===== config.mk =====
export PLATFORM = sky130hd
export DESIGN_NAME = demux_lanes
export DESIGN_NICKNAME = d
export VERILOG_FILES = /design/src/rtl/demux_pkg.sv /design/src/rtl/demux_lane_reg.sv /design/src/rtl/demux_lanes.sv
export SDC_FILE = /design/constraint.sdc
export NUM_CORES = 1
export LEC_CHECK = 0
export CAP_MARGIN = 20
export CELL_PAD_IN_SITES_DETAIL_PLACEMENT = 1
export CELL_PAD_IN_SITES_GLOBAL_PLACEMENT = 2
export CORE_MARGIN = 5
export CORE_UTILIZATION = 32
export CTS_CLUSTER_DIAMETER = 200
export DETAILED_ROUTE_END_ITERATION = 7
export DONT_BUFFER_PORTS = 1
export PLACE_DENSITY_LB_ADDON = 0.05
export SYNTH_ARGS = -nofsm -noshare
export SYNTH_HDL_FRONTEND = slang
export SYNTH_HIERARCHICAL = 1
export SYNTH_SLANG_ARGS = --single-unit

===== constraint.sdc =====
create_clock -name clk -period 2 [get_ports clk]
set_input_delay 0.4 -clock clk [delete_from_list [all_inputs] [get_ports clk]]
set_output_delay 0.4 -clock clk [all_outputs]
set_load 0.03 [all_outputs]

===== src/rtl/demux_pkg.sv =====
// Shared types and lane bit-placement helper for the demux_lanes block.
package demux_pkg;

   typedef enum logic {ST_FILL = 1'b0, ST_HOLD = 1'b1} demux_state_t;
   typedef enum logic {MODE_DIRECT = 1'b0, MODE_RR = 1'b1} demux_mode_t;

   // Lane 0 sits in the MSBs of the output frame.
   function automatic int lane_slice_msb(input int k, input int nb_lanes, input int data_w);
      return (nb_lanes - k) * data_w - 1;
   endfunction

endpackage


===== src/rtl/demux_lane_reg.sv =====
// One lane of the demultiplexer: a data word plus its fill flag.
module demux_lane_reg
   import demux_pkg::*;
#(
   parameter int DATA_W = 4
) (
   input  logic              clk,
   input  logic              reset,
   input  logic              load,
   input  logic              clear,
   input  logic [DATA_W-1:0] data,
   output logic [DATA_W-1:0] q,
   output logic              valid
);

   // A load wins over a clear so a frame restart can write its first word.
   always_ff @(posedge clk) begin
      if (reset) begin
         q     <= '0;
         valid <= 1'b0;
      end else if (load) begin
         q     <= data;
         valid <= 1'b1;
      end else if (clear) begin
         valid <= 1'b0;
      end
   end

endmodule


===== src/rtl/demux_lanes.sv =====
// 1:NB_LANES sequential demultiplexer with direct and round-robin lane routing.
// Define DEMUX_LANES_PARITY_EN to add the per-lane even-parity output outParity.
//
// state   | meaning
// ST_FILL | collecting one word per lane, inReady high
// ST_HOLD | frame complete, outValid high, waiting for outReady
module demux_lanes
   import demux_pkg::*;
#(
   parameter int DATA_W   = 4,
   parameter int NB_LANES = 2,
   parameter int LANE_W   = $clog2(NB_LANES)
) (
   input  logic                       clk,
   input  logic                       reset,
   input  logic [DATA_W-1:0]          inData,
   input  logic                       inValid,
   output logic                       inReady,
   input  logic [LANE_W-1:0]          inSel,
   input  logic                       inMode,
   input  logic                       inFlush,
   output logic [NB_LANES*DATA_W-1:0] outData,
   output logic [NB_LANES-1:0]        outLaneValid,
   output logic                       outValid,
`ifdef DEMUX_LANES_PARITY_EN
   output logic [NB_LANES-1:0]        outParity,
`endif
   input  logic                       outReady
);

   demux_state_t      state;
   demux_mode_t       mode_q;
   logic [LANE_W-1:0] wr_ptr;
   logic [LANE_W-1:0] eff_ptr;
   logic [LANE_W-1:0] lane_idx;
   logic [LANE_W-1:0] ptr_next;
   logic [NB_LANES-1:0] load_vec;
   logic [NB_LANES-1:0] clear_vec;
   logic [NB_LANES-1:0] valid_next;
   logic              fill;
   logic              accept;
   logic              take;
   logic              mode_chg;
   logic              sel_ok;
   logic [DATA_W-1:0] lane_q [NB_LANES];

   assign fill     = (state == ST_FILL);
   assign inReady  = fill & ~reset;
   assign outValid = (state == ST_HOLD);
   assign accept   = inValid & inReady;
   assign take     = accept & ~inFlush;

   // Switching mode mid-frame restarts the frame; the same-cycle word opens the new one.
   assign mode_chg = fill & (demux_mode_t'(inMode) != mode_q) & (|outLaneValid);
   assign eff_ptr  = mode_chg ? '0 : wr_ptr;
   assign lane_idx = inMode ? eff_ptr : inSel;
   assign sel_ok   = ({1'b0, lane_idx} < (LANE_W+1)'(NB_LANES));
   assign ptr_next = (eff_ptr == LANE_W'(NB_LANES - 1)) ? '0 : eff_ptr + LANE_W'(1);

   always_comb begin
      load_vec  = '0;
      clear_vec = '0;
      for (int k = 0; k < NB_LANES; k++) begin
         load_vec[k] = take & sel_ok & (lane_idx == LANE_W'(k));
      end
      if (fill & (inFlush | mode_chg)) clear_vec = '1;
      if (outValid & outReady)         clear_vec = '1;
   end

   assign valid_next = (mode_chg ? '0 : outLaneValid) | load_vec;

   always_ff @(posedge clk) begin
      if (reset) begin
         state  <= ST_FILL;
         mode_q <= MODE_DIRECT;
         wr_ptr <= '0;
      end else begin
         case (state)
            ST_FILL: begin
               mode_q <= demux_mode_t'(inMode);
               if (inFlush)
                  wr_ptr <= '0;
               else if (take & inMode)
                  wr_ptr <= ptr_next;
               else
                  wr_ptr <= eff_ptr;
               if (take & (&valid_next)) state <= ST_HOLD;
            end
            ST_HOLD: begin
               if (outReady) begin
                  wr_ptr <= '0;
                  state  <= ST_FILL;
               end
            end
            default: state <= ST_FILL;
         endcase
      end
   end

   for (genvar k = 0; k < NB_LANES; k++) begin : g_lane
      demux_lane_reg #(.DATA_W(DATA_W)) u_lane (
         .clk   (clk),
         .reset (reset),
         .load  (load_vec[k]),
         .clear (clear_vec[k]),
         .data  (inData),
         .q     (lane_q[k]),
         .valid (outLaneValid[k])
      );

      assign outData[lane_slice_msb(k, NB_LANES, DATA_W) -: DATA_W] = lane_q[k];

`ifdef DEMUX_LANES_PARITY_EN
      always_ff @(posedge clk) begin
         if (reset)
            outParity[k] <= 1'b0;
         else if (load_vec[k])
            outParity[k] <= ^inData;
      end
`endif
   end

endmodule


==> flow_summary.json <==
{
  "synthTopCellsByArea": "dfxtp_1 (45%), mux2i_1 (17%), nor2_1 (7.8%)",
  "tns_ps": 0,
  "worst_hold_path_type": "primary input to register",
  "cts_root_buffer": "clkbuf_4",
  "dieArea_um2": 2742,
  "grt_pass1_vias": 506,
  "cts_tree": "done",
  "finalCritPeriodShare_pct": 84.08,
  "initial_core_util_pct": 33.63,
  "antenna_left": 0,
  "critical-path-top-delay-family": "simple AND/OR/NAND/NOR gates",
  "setup_viol": 0,
  "critPathMaxFanout": 5,
  "relSlewSlack_pct": 61.82,
  "synth_nets": 73,
  "rsz0062_at_grt": "no",
  "grt_pass1_wl_mm": 2.346,
  "tightestPinTransition_ps": 572.8,
  "drc": 0,
  "antenna_found_initial": 0,
  "synth_top_area_share_pct": 45.32,
  "seq_area_frac_synth_pct": 45.32,
  "postCtsSetupBuffers": 0,
  "grt_overflow": 0,
  "finClkSkew_ps": 5.739,
  "track_usage_pct": 11.80,
  "core.rowCount": 15,
  "layout-drive-gt1-share_pct": 11.59,
  "syn_inst": 62,
  "crit_buf_inv": 1,
  "cts_hold_buf": 0,
  "synth_area_um2": 574.3,
  "place_congestion": 0.7345,
  "period_needed_ps": 1682,
  "max_freq_ghz": 0.5947,
  "pin_count": 23,
  "slowest_stage": "nor2_1",
  "numCtsBuffers": 3,
  "area_growth_syn_to_layout_pct": 12.64,
  "grt_max_degree": 15,
  "fin_total_pwr_uw": 474.3,
  "worstPathArrival_ps": 1280,
  "ir_drop_v": 0.0003018,
  "max_cap_violations": 0,
  "final.setup.worst_slack_ps": 318.3,
  "die_h_um": 52.37,
  "yosysWarnings": 6,
  "netlist-cell-type-count": 19,
  "num_vias": 447,
  "start_kind": "register",
  "path_clk_slew_ps": 80,
  "drt_iter0_drc": 4,
  "die_w_um": 52.37,
  "crit_type": "register to primary output",
  "wirelength_mm": 1.373,
  "yosysTopAreaCell": "dfxtp_1",
  "antennaDiodeCount": 0,
  "firstDrtPassIters": 4,
  "status": "complete, no violations",
  "ctsLongestPathBuffers": 2,
  "synth_seq_cells": 13,
  "core_area_um2": 1708,
  "avgSynthCellArea_um2": 9.263,
  "leakage_nw": 0.2348,
  "max_stage_delay_ps": 450,
  "htreeDepth": 1,
  "ctsResizeCount": 0,
  "drt-vias-per-instance": 4.755,
  "hold_viol": 0,
  "drv_slew": 0,
  "io_buffers": 0,
  "clock_latency_ps": 270,
  "pre_cts_slack_ps": 280.0,
  "power_density_nw_per_um2": 733.3,
  "end_kind": "primary output",
  "crit_chain": "buf_4 -> nor2_1",
  "cts_sinks": 13,
  "critical_path_required_ps": 1600,
  "wire_per_inst_um": 14.61,
  "fin_nets": 81
}
per-layer routing:
layer	track usage [%]	wire length, um
met4	5.106	14
met3	4.843	117
met2	16.94	629
met1	15.27	612
met5	0	0
synth_stat cells:
library cell,instances
dfxtp_1,13
nor2_1,12
mux2i_1,10
a21oi_1,4
nand2_1,4
inv_1,3
nand2b_1,3
buf_6,2
a2111o_1,1
a21o_1,1
a31oi_1,1
nand3_1,1
nand4_1,1
nor2b_1,1
o211ai_1,1
o22ai_1,1
o2bb2ai_1,1
o311ai_0,1
or2b_1,1
layout by cell type, fill, tap and decap left out, drive strengths merged:
cell type | synthesis | final
inv | 3 | 3
a31oi | 1 | 1
nor2 | 12 | 12
nand2 | 4 | 4
nor2b | 1 | 1
o2bb2ai | 1 | 1
nand3 | 1 | 1
a2111o | 1 | 1
a21oi | 4 | 4
o311ai | 1 | 1
clkbuf | 0 | 4
buf | 2 | 5
dfxtp | 13 | 13
mux2i | 10 | 10
o211ai | 1 | 1
nand4 | 1 | 1
o22ai | 1 | 1
a21o | 1 | 1
nand2b | 3 | 3
or2b | 1 | 1
report_power, final:
group	switching, mW	total, mW	internal, mW
registers	0.0124	0.278	0.265
logic	0.0190	0.0345	0.0155
clock network	0.0853	0.162	0.0771
sequential cells by signal, summed over array words and instances, names as in the netlist:
signal               count
wr_ptr                   1
g_lane.u_lane/q          8
g_lane.u_lane/valid      2
mode_q                   1
outValid                 1
metrics by stage:
step                      cells  instance area (um2)  util, %  hold WS, ps
after floorplan              62                574.3        -        469.1
after global placement       90                620.6    36.34        471.7
after detailed placement     90                620.6    36.34        473.6
after CTS                    94                646.9    37.88        175.4
after global routing         94                646.9    37.88        159.8
final                        94                646.9    37.88        185.9
path summary, 6_finish.rpt:
check                               from                     end  slack, ps  cells after the start
worst max-delay path            outValid                 inReady        320                      2
worst max register to register    mode_q   g_lane[1].u_lane/q[1]        330                      5
worst min-delay path               reset  g_lane[0].u_lane/valid        190                      1
worst min register to register    wr_ptr                  wr_ptr        550                      2
cell type report:
type | instances | area, um2
tap | 25 | 31.28
timing repair buffer | 5 | 37.54
sequential | 13 | 260.3
inverter | 3 | 11.26
multi-input combinational | 44 | 280.3
fill | 207 | 1061
clock buffer | 4 | 26.28
cells by family after synthesis:
kind of cell | count (synthesis) | share of synthesized area (%)
compound gates | 11 | 13.29
mux | 10 | 17.43
flops | 13 | 45.32
buf+inv | 5 | 5.882
simple gates | 23 | 18.08
Power figures use the tool's default switching activity.
